===== config.mk =====
export PLATFORM = sky130hd
export DESIGN_NAME = ipsxe_floating_point_norm_seq_v1_0
export DESIGN_NICKNAME = d
export VERILOG_FILES = /design/src/rtl/ipsxe_floating_point_norm_seq_v1_0_pkg.sv /design/src/rtl/ipsxe_floating_point_norm_seq_v1_0_find_one.sv /design/src/rtl/ipsxe_floating_point_norm_seq_v1_0.sv
export SDC_FILE = /design/constraint.sdc
export NUM_CORES = 1
export LEC_CHECK = 0
export BUFFER_PORTS_ARGS = -buffer_cell sky130_fd_sc_hd__buf_2
export CELL_PAD_IN_SITES_DETAIL_PLACEMENT = 0
export CELL_PAD_IN_SITES_GLOBAL_PLACEMENT = 1
export CORE_MARGIN = 8
export CORE_UTILIZATION = 46
export CTS_CLUSTER_SIZE = 14
export DETAILED_ROUTE_END_ITERATION = 10
export PLACE_DENSITY_LB_ADDON = 0.1
export SLEW_MARGIN = 25
export SYNTH_ARGS = -nofsm -noshare
export SYNTH_HDL_FRONTEND = slang
export SYNTH_SLANG_ARGS = --single-unit
export TNS_END_PERCENT = 1

===== constraint.sdc =====
create_clock -name i_clk -period 6 [get_ports i_clk]
set_clock_uncertainty 0.1 [all_clocks]
set_input_delay 1.2 -clock i_clk [delete_from_list [all_inputs] [get_ports i_clk]]
set_output_delay 1.2 -clock i_clk [all_outputs]
set_load 0.01 [all_outputs]

===== src/rtl/ipsxe_floating_point_norm_seq_v1_0_pkg.sv =====
`default_nettype none
// ============================================================================
// Module   : ipsxe_floating_point_norm_seq_v1_0_pkg
// Purpose  : Shared definitions for the sequential mantissa normalizer:
//            chunk width, default mantissa width, FSM state encodings and
//            width helper functions.
// Ports    : none (package)
// Revision : v1.0 - initial release
// ============================================================================
package ipsxe_floating_point_norm_seq_v1_0_pkg;

  localparam int CHUNK_W    = 16;
  localparam int DEF_CHUNKS = 3;
  localparam int MW         = CHUNK_W * DEF_CHUNKS;

  typedef enum logic [1:0] {
    ST_IDLE  = 2'd0,
    ST_SCAN  = 2'd1,
    ST_SHIFT = 2'd2,
    ST_DONE  = 2'd3
  } state_t;

  // Width needed to hold a leading-zero count in the range 0..mw.
  function automatic int lz_width(input int mw);
    return $clog2(mw + 1);
  endfunction

  // Width of the chunk index register (at least one bit).
  function automatic int idx_width(input int chunks);
    return (chunks > 1) ? $clog2(chunks) : 1;
  endfunction

endpackage : ipsxe_floating_point_norm_seq_v1_0_pkg
`default_nettype wire


===== src/rtl/ipsxe_floating_point_norm_seq_v1_0_find_one.sv =====
`default_nettype none
// ============================================================================
// Module   : ipsxe_floating_point_find_one_16bit_v1_0
// Purpose  : Combinational 16-bit leading-one finder. Reports whether any bit
//            is set and the bit position of the most significant set bit.
// Ports    : i_data  [15:0] word to search
//            o_found        at least one bit of i_data is set
//            o_index [3:0]  position of the highest set bit (0 if none)
// Revision : v1.0 - initial release
// ============================================================================
module ipsxe_floating_point_find_one_16bit_v1_0
  import ipsxe_floating_point_norm_seq_v1_0_pkg::*;
(
  input  logic [CHUNK_W-1:0] i_data,
  output logic               o_found,
  output logic [3:0]         o_index
);

  always_comb begin
    o_found = |i_data;
    o_index = 4'd0;
    // Ascending scan: the last hit written is the highest set bit.
    for (int i = 0; i < CHUNK_W; i++) begin
      if (i_data[i]) begin
        o_index = i[3:0];
      end
    end
  end

endmodule : ipsxe_floating_point_find_one_16bit_v1_0
`default_nettype wire


===== src/rtl/ipsxe_floating_point_norm_seq_v1_0.sv =====
`default_nettype none
// ============================================================================
// Module   : ipsxe_floating_point_norm_seq_v1_0
// Purpose  : Multi-cycle mantissa normalizer. Scans the mantissa one 16-bit
//            chunk per cycle (MSB chunk first) through a single shared
//            leading-one finder, then left-shifts the mantissa and lowers the
//            exponent by the leading-zero count in one barrel-shift cycle.
// Ports    : i_clk, i_rst (async, active high), i_flush (sync abort)
//            i_valid/o_ready   input handshake, i_mant [MW], i_exp [EXP_WIDTH]
//            o_valid/i_ready   output handshake, o_mant, o_exp, o_lz,
//            o_zero (input was zero), o_underflow (i_exp <= lz)
// Revision : v1.0 - initial release
// ============================================================================
module ipsxe_floating_point_norm_seq_v1_0
  import ipsxe_floating_point_norm_seq_v1_0_pkg::*;
#(
  parameter int CHUNKS    = 3,
  parameter int EXP_WIDTH = 8
) (
  input  logic                                     i_clk,
  input  logic                                     i_rst,
  input  logic                                     i_flush,
  input  logic                                     i_valid,
  output logic                                     o_ready,
  input  logic [CHUNK_W*CHUNKS-1:0]                i_mant,
  input  logic [EXP_WIDTH-1:0]                     i_exp,
  output logic                                     o_valid,
  input  logic                                     i_ready,
  output logic [CHUNK_W*CHUNKS-1:0]                o_mant,
  output logic [EXP_WIDTH-1:0]                     o_exp,
  output logic [lz_width(CHUNK_W*CHUNKS)-1:0]      o_lz,
  output logic                                     o_zero,
  output logic                                     o_underflow
);

  localparam int MANT_W = CHUNK_W * CHUNKS;
  localparam int LZW    = lz_width(MANT_W);
  localparam int IDXW   = idx_width(CHUNKS);
  // Compare width: one bit wider than either operand so nothing wraps.
  localparam int CW     = ((EXP_WIDTH > LZW) ? EXP_WIDTH : LZW) + 1;

  state_t              r_state;
  state_t              w_state_nxt;

  logic [MANT_W-1:0]   r_mant;
  logic [EXP_WIDTH-1:0] r_exp;
  logic [IDXW-1:0]     r_idx;
  logic [LZW-1:0]      r_lz_acc;
  logic [LZW-1:0]      r_lz;

  logic [MANT_W-1:0]   r_o_mant;
  logic [EXP_WIDTH-1:0] r_o_exp;
  logic [LZW-1:0]      r_o_lz;
  logic                r_o_valid;
  logic                r_o_zero;
  logic                r_o_underflow;

  logic [CHUNK_W-1:0]  w_chunk;
  logic                w_found;
  logic [3:0]          w_index;
  logic [LZW-1:0]      w_lz_found;
  logic [CW-1:0]       w_exp_ext;
  logic [CW-1:0]       w_lz_ext;
  logic [CW-1:0]       w_exp_sub;
  logic                w_no_uf;
  logic [MANT_W-1:0]   w_stage [0:LZW];

  assign o_ready     = (r_state == ST_IDLE);
  assign o_valid     = r_o_valid;
  assign o_mant      = r_o_mant;
  assign o_exp       = r_o_exp;
  assign o_lz        = r_o_lz;
  assign o_zero      = r_o_zero;
  assign o_underflow = r_o_underflow;

  // Chunk mux feeding the shared finder, selected by the scan index.
  always_comb begin
    w_chunk = '0;
    for (int c = 0; c < CHUNKS; c++) begin
      if (r_idx == IDXW'(c)) begin
        w_chunk = r_mant[c*CHUNK_W +: CHUNK_W];
      end
    end
  end

  ipsxe_floating_point_find_one_16bit_v1_0 u_find_one (
    .i_data  (w_chunk),
    .o_found (w_found),
    .o_index (w_index)
  );

  assign w_lz_found = r_lz_acc + LZW'(4'd15 - w_index);

  // Exponent adjust, evaluated in SHIFT against the registered lz.
  assign w_exp_ext = CW'(r_exp);
  assign w_lz_ext  = CW'(r_lz);
  assign w_no_uf   = (w_exp_ext > w_lz_ext);
  assign w_exp_sub = w_exp_ext - w_lz_ext;

  // Logarithmic barrel shifter: stage s shifts by 2**s when lz bit s is set.
  assign w_stage[0] = r_mant;
  generate
    for (genvar s = 0; s < LZW; s++) begin : g_shift
      assign w_stage[s+1] = r_lz[s] ? (w_stage[s] << (1 << s)) : w_stage[s];
    end
  endgenerate

  always_ff @(posedge i_clk or posedge i_rst) begin
    if (i_rst) begin
      r_state <= ST_IDLE;
    end else begin
      r_state <= w_state_nxt;
    end
  end

  always_comb begin
    w_state_nxt = r_state;
    case (r_state)
      ST_IDLE: begin
        if (i_valid) w_state_nxt = ST_SCAN;
      end
      ST_SCAN: begin
        if (w_found)                 w_state_nxt = ST_SHIFT;
        else if (r_idx == IDXW'(0))  w_state_nxt = ST_DONE;
      end
      ST_SHIFT: begin
        w_state_nxt = ST_DONE;
      end
      ST_DONE: begin
        if (i_ready) w_state_nxt = ST_IDLE;
      end
      default: w_state_nxt = ST_IDLE;
    endcase
    // Flush outranks every other transition, including acceptance in IDLE.
    if (i_flush) w_state_nxt = ST_IDLE;
  end

  always_ff @(posedge i_clk or posedge i_rst) begin
    if (i_rst) begin
      r_mant        <= '0;
      r_exp         <= '0;
      r_idx         <= '0;
      r_lz_acc      <= '0;
      r_lz          <= '0;
      r_o_mant      <= '0;
      r_o_exp       <= '0;
      r_o_lz        <= '0;
      r_o_valid     <= 1'b0;
      r_o_zero      <= 1'b0;
      r_o_underflow <= 1'b0;
    end else if (i_flush) begin
      r_o_valid     <= 1'b0;
      r_o_zero      <= 1'b0;
      r_o_underflow <= 1'b0;
    end else begin
      case (r_state)
        ST_IDLE: begin
          if (i_valid) begin
            r_mant   <= i_mant;
            r_exp    <= i_exp;
            r_idx    <= IDXW'(CHUNKS - 1);
            r_lz_acc <= '0;
          end
        end
        ST_SCAN: begin
          if (w_found) begin
            r_lz <= w_lz_found;
          end else begin
            r_lz_acc <= r_lz_acc + LZW'(CHUNK_W);
            if (r_idx == IDXW'(0)) begin
              r_o_mant      <= '0;
              r_o_exp       <= '0;
              r_o_lz        <= LZW'(MANT_W);
              r_o_zero      <= 1'b1;
              r_o_underflow <= 1'b0;
              r_o_valid     <= 1'b1;
            end else begin
              r_idx <= r_idx - IDXW'(1);
            end
          end
        end
        ST_SHIFT: begin
          r_o_lz    <= r_lz;
          r_o_zero  <= 1'b0;
          r_o_valid <= 1'b1;
          if (w_no_uf) begin
            r_o_mant      <= w_stage[LZW];
            r_o_exp       <= w_exp_sub[EXP_WIDTH-1:0];
            r_o_underflow <= 1'b0;
          end else begin
            r_o_mant      <= '0;
            r_o_exp       <= '0;
            r_o_underflow <= 1'b1;
          end
        end
        ST_DONE: begin
          if (i_ready) r_o_valid <= 1'b0;
        end
        default: ;
      endcase
    end
  end

endmodule : ipsxe_floating_point_norm_seq_v1_0
`default_nettype wire


==> reports/summary.txt, run 1 <==
Critical path type: flip-flop to flip-flop
RSZ-0062 raised after global routing: false
Via-to-Cell Ratio: 6.18
Post-cts hold buffer count: 0
Status: completed
Grt total ovfl: 0
Layout Cells excl Fill: 1142
Netlist cell types: 62
Post-layout minimum cycle time: 4.05 ns
Syn Nets: 881
FF-to-FF path depth: 9
CTS Root Cell: clkbuf_16
Clk_lat worst skew: 0.42 ns
Routed wire per std cell: 22.6 um
Worst vdd ir: 0.283 mV
Drt total wl: 25800 um
Reg2reg end: o_mant[12]
Largest net degree at the start of global routing: 134
Slew headroom: 32.9%
Slew Viols, Final: 0
Critical Path End: o_mant[12]
Syn avg cell area: 10.6 sq um
Worst hold path class: flip-flop to flip-flop
Highest clock rate: 247 MHz
Startpoint types: flip-flop
PortBufs: 126
Buffers inserted by post-CTS timing repair: 0
PostCTS Resize Cnt: 0
Fin. Hold Viols: 0
Hpwl dp: 19100 um
Cell Rows: 49
I/O Pins: 127
DP Worst Slack: 2.02 ns
Number of nets in the layout: 976
Initial Util: 47.0%
Setup crit start: r_lz[2]
Die height: 152 um
Initial antenna violation count: 0
Share of layout cells above drive strength 1: 32.3%
CTS tree: yes
Sequential cell area: 3330 sq um
Slew at the pin with the worst max-slew slack: 1.01 ns
Post-synth ARST share: 100%
Pleak: 4.34 nW
R2R Setup Slk: 1.95 ns
Required @ worst endpoint: 6.20 ns
PD cells: 673 nW/um^2
Die area: 23100 sq um
Fin Hold WS: 0.370 ns
Tcrit/Tclk final: 67.4%
Sum Neg Setup Slack: 0 ns
Total track usage: 22.2%
Syn. warnings: 0
Power, Total: 6.63 mW
Clk sink count: 133
Routability Congestion: 0.935
Antenna diode count: 0
Vias in the first global route: 7111
Worst setup EP type: flip-flop
Synth Flop Type: dfrtp_1
Initial DRT Pass Iterations: 5
Post-Syn Area: 8510 sq um
Post-DP Area: 9210 sq um
TritonCTS Buffers: 17
FF+latch count, synth: 133
Area of the multi-input gates: 4770 sq um
Fin area: 9850 sq um
Slack of the critical path: 1.95 ns
Placed Instances: 1110
WP data arrival: 4.25 ns
Area Overhead vs Synth: 15.7%
Register area share after synthesis: 39.1%
Setup-failing EPs final: 0
Worst-path fanout max: 30
Initial DRC count: 619
Antenna-violating nets left: 0
Htree depth: 4
First-pass GRT wire length: 41000 um
# fillers: 1589
DIE WIDTH: 152 um
Fin util: 54.4%
Clock buffer depth: 2
RR Startpoint: r_lz[2]
Total of max-cap violations: 0
Drt drc: 0
Detailed-route via count: 7055
Core Box Area: 18100 sq um
Clock-pin transition on the worst setup and hold timing paths: 0.06 ns
Post-synth EDFFs: 0
Cells after Synth: 805
## area by class of cell
class / instances / area share (%)
Tap cell: 229 / 2.91
Multi-Input combinational cell: 587 / 48.5
Clock inverter: 10 / 1.72
Clock buffer: 22 / 4.71
Inverter: 23 / 0.902
Timing Repair Buffer: 138 / 7.45
Sequential cell: 133 / 33.8
## power by group
group	switching, mW	internal [mW]
combinational	2.01	1.65
sequential	0.547	1.30
clock	0.404	0.721
## flip-flops by register name, indices dropped and copies added, names as in the netlist
register and count:
r_exp 8, r_lz_acc 2, o_lz 6, o_valid 1
o_zero 1, o_exp 8, r_lz 6, r_state 2
o_mant 48, o_underflow 1, r_mant 48, r_idx 2
## synth_stat cells (3+ instances only)
master / instances / area (sq um)
ha_1: 14 / 175
nand2b_1: 4 / 25.0
a211oi_1: 5 / 37.5
mux2_2: 65 / 732
o21ai_0: 54 / 270
o221ai_1: 8 / 70.1
buf_4: 3 / 22.5
nor3_1: 5 / 25.0
a31oi_1: 14 / 87.6
o31ai_1: 6 / 45.0
nor2_1: 34 / 128
dfrtp_1: 133 / 3330
nand2_1: 119 / 447
a311o_1: 8 / 80.1
a21o_1: 3 / 22.5
buf_2: 14 / 70.1
clkbuf_1: 33 / 124
a22oi_1: 4 / 30.0
a2bb2oi_1: 5 / 43.8
nand3b_1: 19 / 143
nand3_1: 6 / 30.0
buf_6: 8 / 90.1
a22o_1: 46 / 403
and2_1: 3 / 18.8
clkinv_1: 3 / 11.3
inv_1: 19 / 71.3
buf_1: 4 / 15.0
nor2b_1: 12 / 75.1
a21oi_1: 28 / 140
mux4_2: 43 / 968
a31oi_2: 6 / 75.1
nand4_1: 5 / 31.3
mux2i_1: 24 / 240
o22ai_1: 9 / 56.3
xnor2_1: 4 / 35.0
## cells by family after synthesis
family                     after synthesis  synth area share, %
and+or+nand+nor                        222                 12.6
AOI/OAI and AO/OA                      212                 17.8
DFF                                    133                 39.1
muxes                                  132                 22.8
buffers and inverters                   85                 4.79
adders and majority gates               15                 2.29
xor gates and xnor gates                 6                0.618
## worst max-delay path: stages, from the launching register on
cell	delay (ns)
dfrtp_1	1.00
inv_1	0.17
ha_1	0.39
a21o_1	0.22
a311o_1	0.37
a211oi_2	0.48
nor3_1	0.11
a41o_1	0.48
and2_4	0.33
a32o_1	0.26
## cell usage in the layout (no fill, tap or decap), drive strengths merged, types with 9 or more instances in the layout
cell type,netlist,layout
mux2,65,65
o22ai,9,9
ha,14,14
nand3b,19,19
nor2,34,34
inv,20,22
nand2,119,119
a21oi,29,29
nor2b,12,12
dfrtp,133,133
buf,29,138
mux4,43,43
clkbuf,33,22
a31oi,20,20
o21ai,54,54
a22o,46,46
mux2i,24,24
## worst min-delay path by stage
stage,start,cells past startpoint,endpoint
after floorplan,r_lz_acc[5],1,r_lz_acc[5]
after global placement,o_lz[0],2,o_lz[0]
after detailed placement,o_lz[0],2,o_lz[0]
after CTS,o_lz[0],2,o_lz[0]
after global routing,o_exp[7],1,o_exp[7]
final,o_lz[0],2,o_lz[0]
## metal layers
layer | global-route usage (%) | up-vias | share of wire [%] | wire, um
met5 | 0 | - | 0 | 0
met4 | 7.28 | 0 | 2.2 | 564
met3 | 4.14 | 39 | 5.0 | 1300
met2 | 34.5 | 259 | 46 | 11900
met1 | 30.8 | 3550 | 47 | 12000
li1 | - | 3207 | - | -
No activity file was read; power rests on OpenSTA's default activity.
==> run 2: changes to the inputs <==
--- a/config.mk
+++ b/config.mk
@@ -9,7 +9,7 @@
 export CELL_PAD_IN_SITES_DETAIL_PLACEMENT = 0
 export CELL_PAD_IN_SITES_GLOBAL_PLACEMENT = 1
 export CORE_MARGIN = 8
-export CORE_UTILIZATION = 46
+export CORE_UTILIZATION = 41
 export CTS_CLUSTER_SIZE = 14
 export DETAILED_ROUTE_END_ITERATION = 10
 export PLACE_DENSITY_LB_ADDON = 0.1
==> constraint.sdc (replaced) <==
create_clock -name i_clk -period 3.5 [get_ports i_clk]
set_clock_uncertainty 0.1 [all_clocks]
set_input_delay 0.7 -clock i_clk [delete_from_list [all_inputs] [get_ports i_clk]]
set_output_delay 0.7 -clock i_clk [all_outputs]
set_load 0.01 [all_outputs]
==> reports/summary.txt, run 2 (synthesis results as in run 1) <==
Status: completed
Clk sink count: 133
Share of layout cells above drive strength 1: 33.6%
Fin util: 49.6%
DIE WIDTH: 160 um
Highest clock rate: 308 MHz
Fin Hold WS: 0.288 ns
Die area: 25600 sq um
Reg2reg end: o_mant[20]
Clk_lat worst skew: 0.42 ns
# fillers: 1879
Startpoint types: flip-flop
I/O Pins: 127
Slew at the pin with the worst max-slew slack: 0.802 ns
Routability Congestion: 0.889
Hpwl dp: 20000 um
RSZ-0062 raised after global routing: false
Area Overhead vs Synth: 18.4%
Vias in the first global route: 6984
Worst-path fanout max: 44
Total track usage: 20.4%
Routed wire per std cell: 21.8 um
R2R Setup Slk: 0.25 ns
Commonest non-fill, non-tap cell in the layout: dfrtp_1
Initial DRC count: 556
PD cells: 1150 nW/um^2
Slew Viols, Final: 0
TritonCTS Buffers: 17
PortBufs: 126
Tcrit/Tclk final: 92.8%
RR Startpoint: r_idx[0]
Htree depth: 4
Detailed-route via count: 7024
Initial antenna violation count: 0
Clock buffer depth: 2
Die height: 160 um
Required @ worst endpoint: 3.71 ns
Critical Path End: o_mant[20]
Fin area: 10100 sq um
Worst hold path class: primary input to async pin
Grt total ovfl: 0
Initial Util: 41.9%
FF-to-FF path depth: 9
Largest net degree at the start of global routing: 61
Most frequent cells in the layout: dfrtp_1 (131), buf_2 (126), nand2_1 (119)
Initial DRT Pass Iterations: 5
Setup-failing EPs final: 0
CTS tree: yes
Via-to-Cell Ratio: 5.86
First-pass GRT wire length: 41400 um
Post-layout minimum cycle time: 3.25 ns
Post-DP Area: 9420 sq um
Power, Total: 11.5 mW
PostCTS Resize Cnt: 0
Buffers inserted by post-CTS timing repair: 0
Drt drc: 0
Number of nets in the layout: 992
Pleak: 4.44 nW
Antenna-violating nets left: 0
Worst setup EP type: flip-flop
Area of the multi-input gates: 4770 sq um
Antenna diode count: 0
CTS Root Cell: clkbuf_16
Critical path type: flip-flop to flip-flop
Fin. Hold Viols: 0
Clock-pin transition on the worst setup and hold timing paths: 0.06 ns
Sequential cell area: 3330 sq um
Slew headroom: 46.5%
Worst vdd ir: 0.423 mV
Core Box Area: 20300 sq um
Post-cts hold buffer count: 0
WP data arrival: 3.45 ns
Total of max-cap violations: 0
Setup crit start: r_idx[0]
Drt total wl: 26100 um
Cell Rows: 52
-- run 2: cell types whose count changed in the layout (fill, tap and decap cells not counted) --
cell,before,now
buf_4,11,24
buf_12,1,4
clkinv_2,0,2
bufinv_16,4,5
clkbuf_1,3,2
clkbuf_8,2,1
clkinv_4,1,2
inv_4,1,0
inv_6,2,1
-- run 2: how the worst min path moves through the flow --
stage | from | to | slack (ns) | cells past startpoint
6_report | i_rst | o_mant[2] | 0.29 | 2
5_1_grt | i_rst | o_mant[2] | 0.33 | 2
4_1_cts | i_rst | o_mant[2] | 0.31 | 2
3_5_place_dp | o_lz[3] | o_lz[3] | 0.37 | 2
2_1_floorplan | r_lz_acc[5] | r_lz_acc[5] | 0.35 | 1
3_3_place_gp | o_lz[0] | o_lz[0] | 0.36 | 2
-- run 2: power breakdown --
| part | switching [mW] | internal [mW] |
|---|---|---|
| clock network | 0.702 | 1.28 |
| logic | 3.51 | 2.93 |
| registers | 0.880 | 2.23 |
-- run 2: layer usage --
metal	up-vias	GRT usage, %	wire length, um
li1	3249	-	-
met1	3461	28.5	12200
met2	280	31.0	11900
met3	34	3.98	1500
met4	0	6.71	546
met5	-	0	0
-- run 2: critical path, cell delays in order (launching register included) --
cell and delay (ns):
dfrtp_1 0.39, inv_1 0.08, ha_1 0.48, nand3b_1 0.22, a31oi_1 0.18, nor4b_2 0.46
nand4_1 0.33, o32a_2 0.39, buf_12 0.22, a22o_1 0.25
-- run 2: per-stage QoR --
stage	setup slack [ns]	setup TNS [ns]	cells
final	0.253	0	1199
after detailed placement	0.309	0	1167
after CTS	0.282	0	1199
after global routing	0.0160	0	1199
after floorplan	-0.133	-0.721	805
after global placement	0.328	0	1167
-- run 2: final cells by class --
class	count	share of cell area (%)
inverter	23	0.894
clock inverter	12	2.00
timing repair buffer	154	8.84
clock buffer	20	4.43
multi-input combinational	587	47.4
sequential	133	33.1
tap	270	3.35
==> run 3: changes to the inputs <==
--- a/config.mk
+++ b/config.mk
@@ -5,11 +5,12 @@
 export SDC_FILE = /design/constraint.sdc
 export NUM_CORES = 1
 export LEC_CHECK = 0
+export ABC_AREA = 1
 export BUFFER_PORTS_ARGS = -buffer_cell sky130_fd_sc_hd__buf_2
 export CELL_PAD_IN_SITES_DETAIL_PLACEMENT = 0
 export CELL_PAD_IN_SITES_GLOBAL_PLACEMENT = 1
 export CORE_MARGIN = 8
-export CORE_UTILIZATION = 41
+export CORE_UTILIZATION = 38
 export CTS_CLUSTER_SIZE = 14
 export DETAILED_ROUTE_END_ITERATION = 10
 export PLACE_DENSITY_LB_ADDON = 0.1
==> reports/summary.txt, run 3 <==
Sum Neg Setup Slack: 0 ns
Pleak: 5.01 nW
Initial DRT Pass Iterations: 5
Sequential Power Share: 25.1%
Htree depth: 4
Netlist cell types: 45
Slew Viols, Final: 0
Most frequent cell after synthesis: nand2_1
Worst-path fanout max: 40
Slew headroom: 35.5%
Routability Congestion: 0.881
Routed wire per std cell: 18.1 um
Buffers inserted by post-CTS timing repair: 0
Post-cts hold buffer count: 0
Fin Hold WS: 0.194 ns
Number of nets in the layout: 1320
Syn Nets: 1233
Initial DRC count: 656
Fin. Hold Viols: 0
Syn avg cell area: 7.39 sq um
Commonest non-fill, non-tap cell in the layout: nand2_1
Area Overhead vs Synth: 16.1%
WP data arrival: 3.24 ns
Synth Flop Type: dfrtp_1
Die area: 27600 sq um
Worst setup EP type: flip-flop
DIE WIDTH: 166 um
CTS tree: yes
Via-to-Cell Ratio: 5.18
Clk sink count: 133
Tcrit/Tclk final: 86.9%
Die height: 166 um
PD cells: 1090 nW/um^2
Hpwl dp: 21400 um
Antenna-violating nets left: 0
Top cell type's share of synthesized area: 38.9%
Cells after Synth: 1157
Initial antenna violation count: 0
Required @ worst endpoint: 3.70 ns
Total of max-cap violations: 0
Clk_lat worst skew: 0.43 ns
Vias in the first global route: 7685
Core Box Area: 22400 sq um
Clock buffer depth: 2
Antenna diode count: 0
I/O Pins: 127
Slew at the pin with the worst max-slew slack: 0.968 ns
Critical path type: flip-flop to flip-flop
Synth top area cells: dfrtp_1 (39%), nand2_1 (14%), o21ai_0 (8.9%), a21oi_1 (4.4%), mux2i_1 (4.1%)
Setup-failing EPs final: 0
Initial Util: 38.2%
Net Sw Frac: 51.5%
Power, Total: 10.8 mW
Syn. warnings: 0
Clock-pin transition on the worst setup and hold timing paths: 0.07 ns
Largest net degree at the start of global routing: 98
Cell Rows: 55
Startpoint types: flip-flop
Highest clock rate: 329 MHz
Post-synth top cells: nand2_1 (315), o21ai_0 (152), dfrtp_1 (133)
Register area share after synthesis: 38.9%
Cell-internal power: 5.24 mW
Switching pwr: 5.57 mW
Most frequent cells in the layout: nand2_1 (315), o21ai_0 (152), dfrtp_1 (132)
Worst vdd ir: 0.389 mV
Comb pwr share: 58.6%
TritonCTS Buffers: 17
Drt drc: 0
PostCTS Resize Cnt: 0
Detailed-route via count: 7989
Post-layout minimum cycle time: 3.04 ns
First-pass GRT wire length: 44000 um
Post-synth EDFFs: 0
Total track usage: 20.2%
Grt total ovfl: 0
Worst hold path class: primary input to async pin
Post-Syn Area: 8550 sq um
Share of layout cells above drive strength 1: 20.0%
# fillers: 2370
RSZ-0062 raised after global routing: false
CTS Root Cell: clkbuf_16
Status: completed
Clock share of power: 16.2%
FF+latch count, synth: 133
Drt total wl: 27900 um
Area leader, netlist: dfrtp_1
PortBufs: 126
Post-synth ARST share: 100%
-- run 3: logic make-up (layout without fill, tap and decap cells) --
group	after synthesis	count (layout)	share of synthesized area, %
buffers and inverters	164	264	8.15
AND/OR/NAND/NOR	465	465	22.4
multiplexers	50	50	6.07
flip-flops	133	133	38.9
adder cells (fa/ha/maj)	15	15	2.28
XOR/XNOR	6	6	0.614
AO/OA/AOI/OAI	324	324	21.6
-- run 3: final timing paths --
| path | to | cells after the start | from | slack (ns) |
|---|---|---|---|---|
| setup / recovery | o_lz[4] | 16 | r_idx[0] | 0.46 |
| hold / removal | o_mant[13] | 2 | i_rst | 0.19 |
| setup reg to reg | o_lz[4] | 16 | r_idx[0] | 0.46 |
| hold reg to reg | o_exp[7] | 2 | o_exp[7] | 0.38 |
| max in group asynchronous | r_lz[0] | 3 | i_rst | 2.40 |
| min in group i_clk | o_exp[7] | 2 | o_exp[7] | 0.38 |
-- run 3: worst max-delay path, cell delays in order (launching register included) --
cell	delay (ns)
dfrtp_1	0.38
inv_1	0.12
ha_1	0.30
inv_2	0.10
nor2_4	0.29
nand2_1	0.11
o211ai_1	0.09
o21ai_0	0.12
and2_1	0.18
nand2_1	0.08
nor2_1	0.06
nand2_2	0.08
nand2_2	0.09
nand3_4	0.13
buf_4	0.41
inv_1	0.11
a2bb2oi_1	0.15
-- run 3: per-layer routing --
layer / vias up / global-route usage (%) / share of wire, %
li1: 3999 / - / -
met1: 3731 / 28.2 / 48
met2: 223 / 30.7 / 44
met3: 36 / 3.78 / 5.3
met4: 0 / 6.84 / 2.4
met5: - / 0 / 0
-- run 3: per-stage QoR --
step	utilization, %	area [sq um]	std cells	setup slack, ns
after floorplan	-	8560	1157	0.779
after global placement	41.9	9370	1510	0.506
after detailed placement	41.9	9370	1510	0.428
after CTS	44.4	9930	1542	0.420
after global routing	44.4	9930	1542	0.192
final	44.4	9930	1542	0.459
-- run 3: power groups by stage --
stage / Combinational, mW / Sequential, mW / Clock (mW)
after floorplan: 4.32 / 2.67 / 0
after global placement: 6.33 / 2.74 / 0
after detailed placement: 6.34 / 2.75 / 0
after CTS: 6.36 / 2.72 / 1.79
after global routing: 7.09 / 2.80 / 1.86
final: 6.34 / 2.72 / 1.76
-- run 3: layout make-up --
type                    instances  area [sq um]  share of cell area, %
repair buffers                145           811                   8.17
inverters                      87           330                   3.33
well taps                     285           357                   3.59
clock inverters                15           134                   1.35
multi-input cells             860          4540                   45.7
flip-flops and latches        133          3330                   33.5
clock buffers                  17           425                   4.29
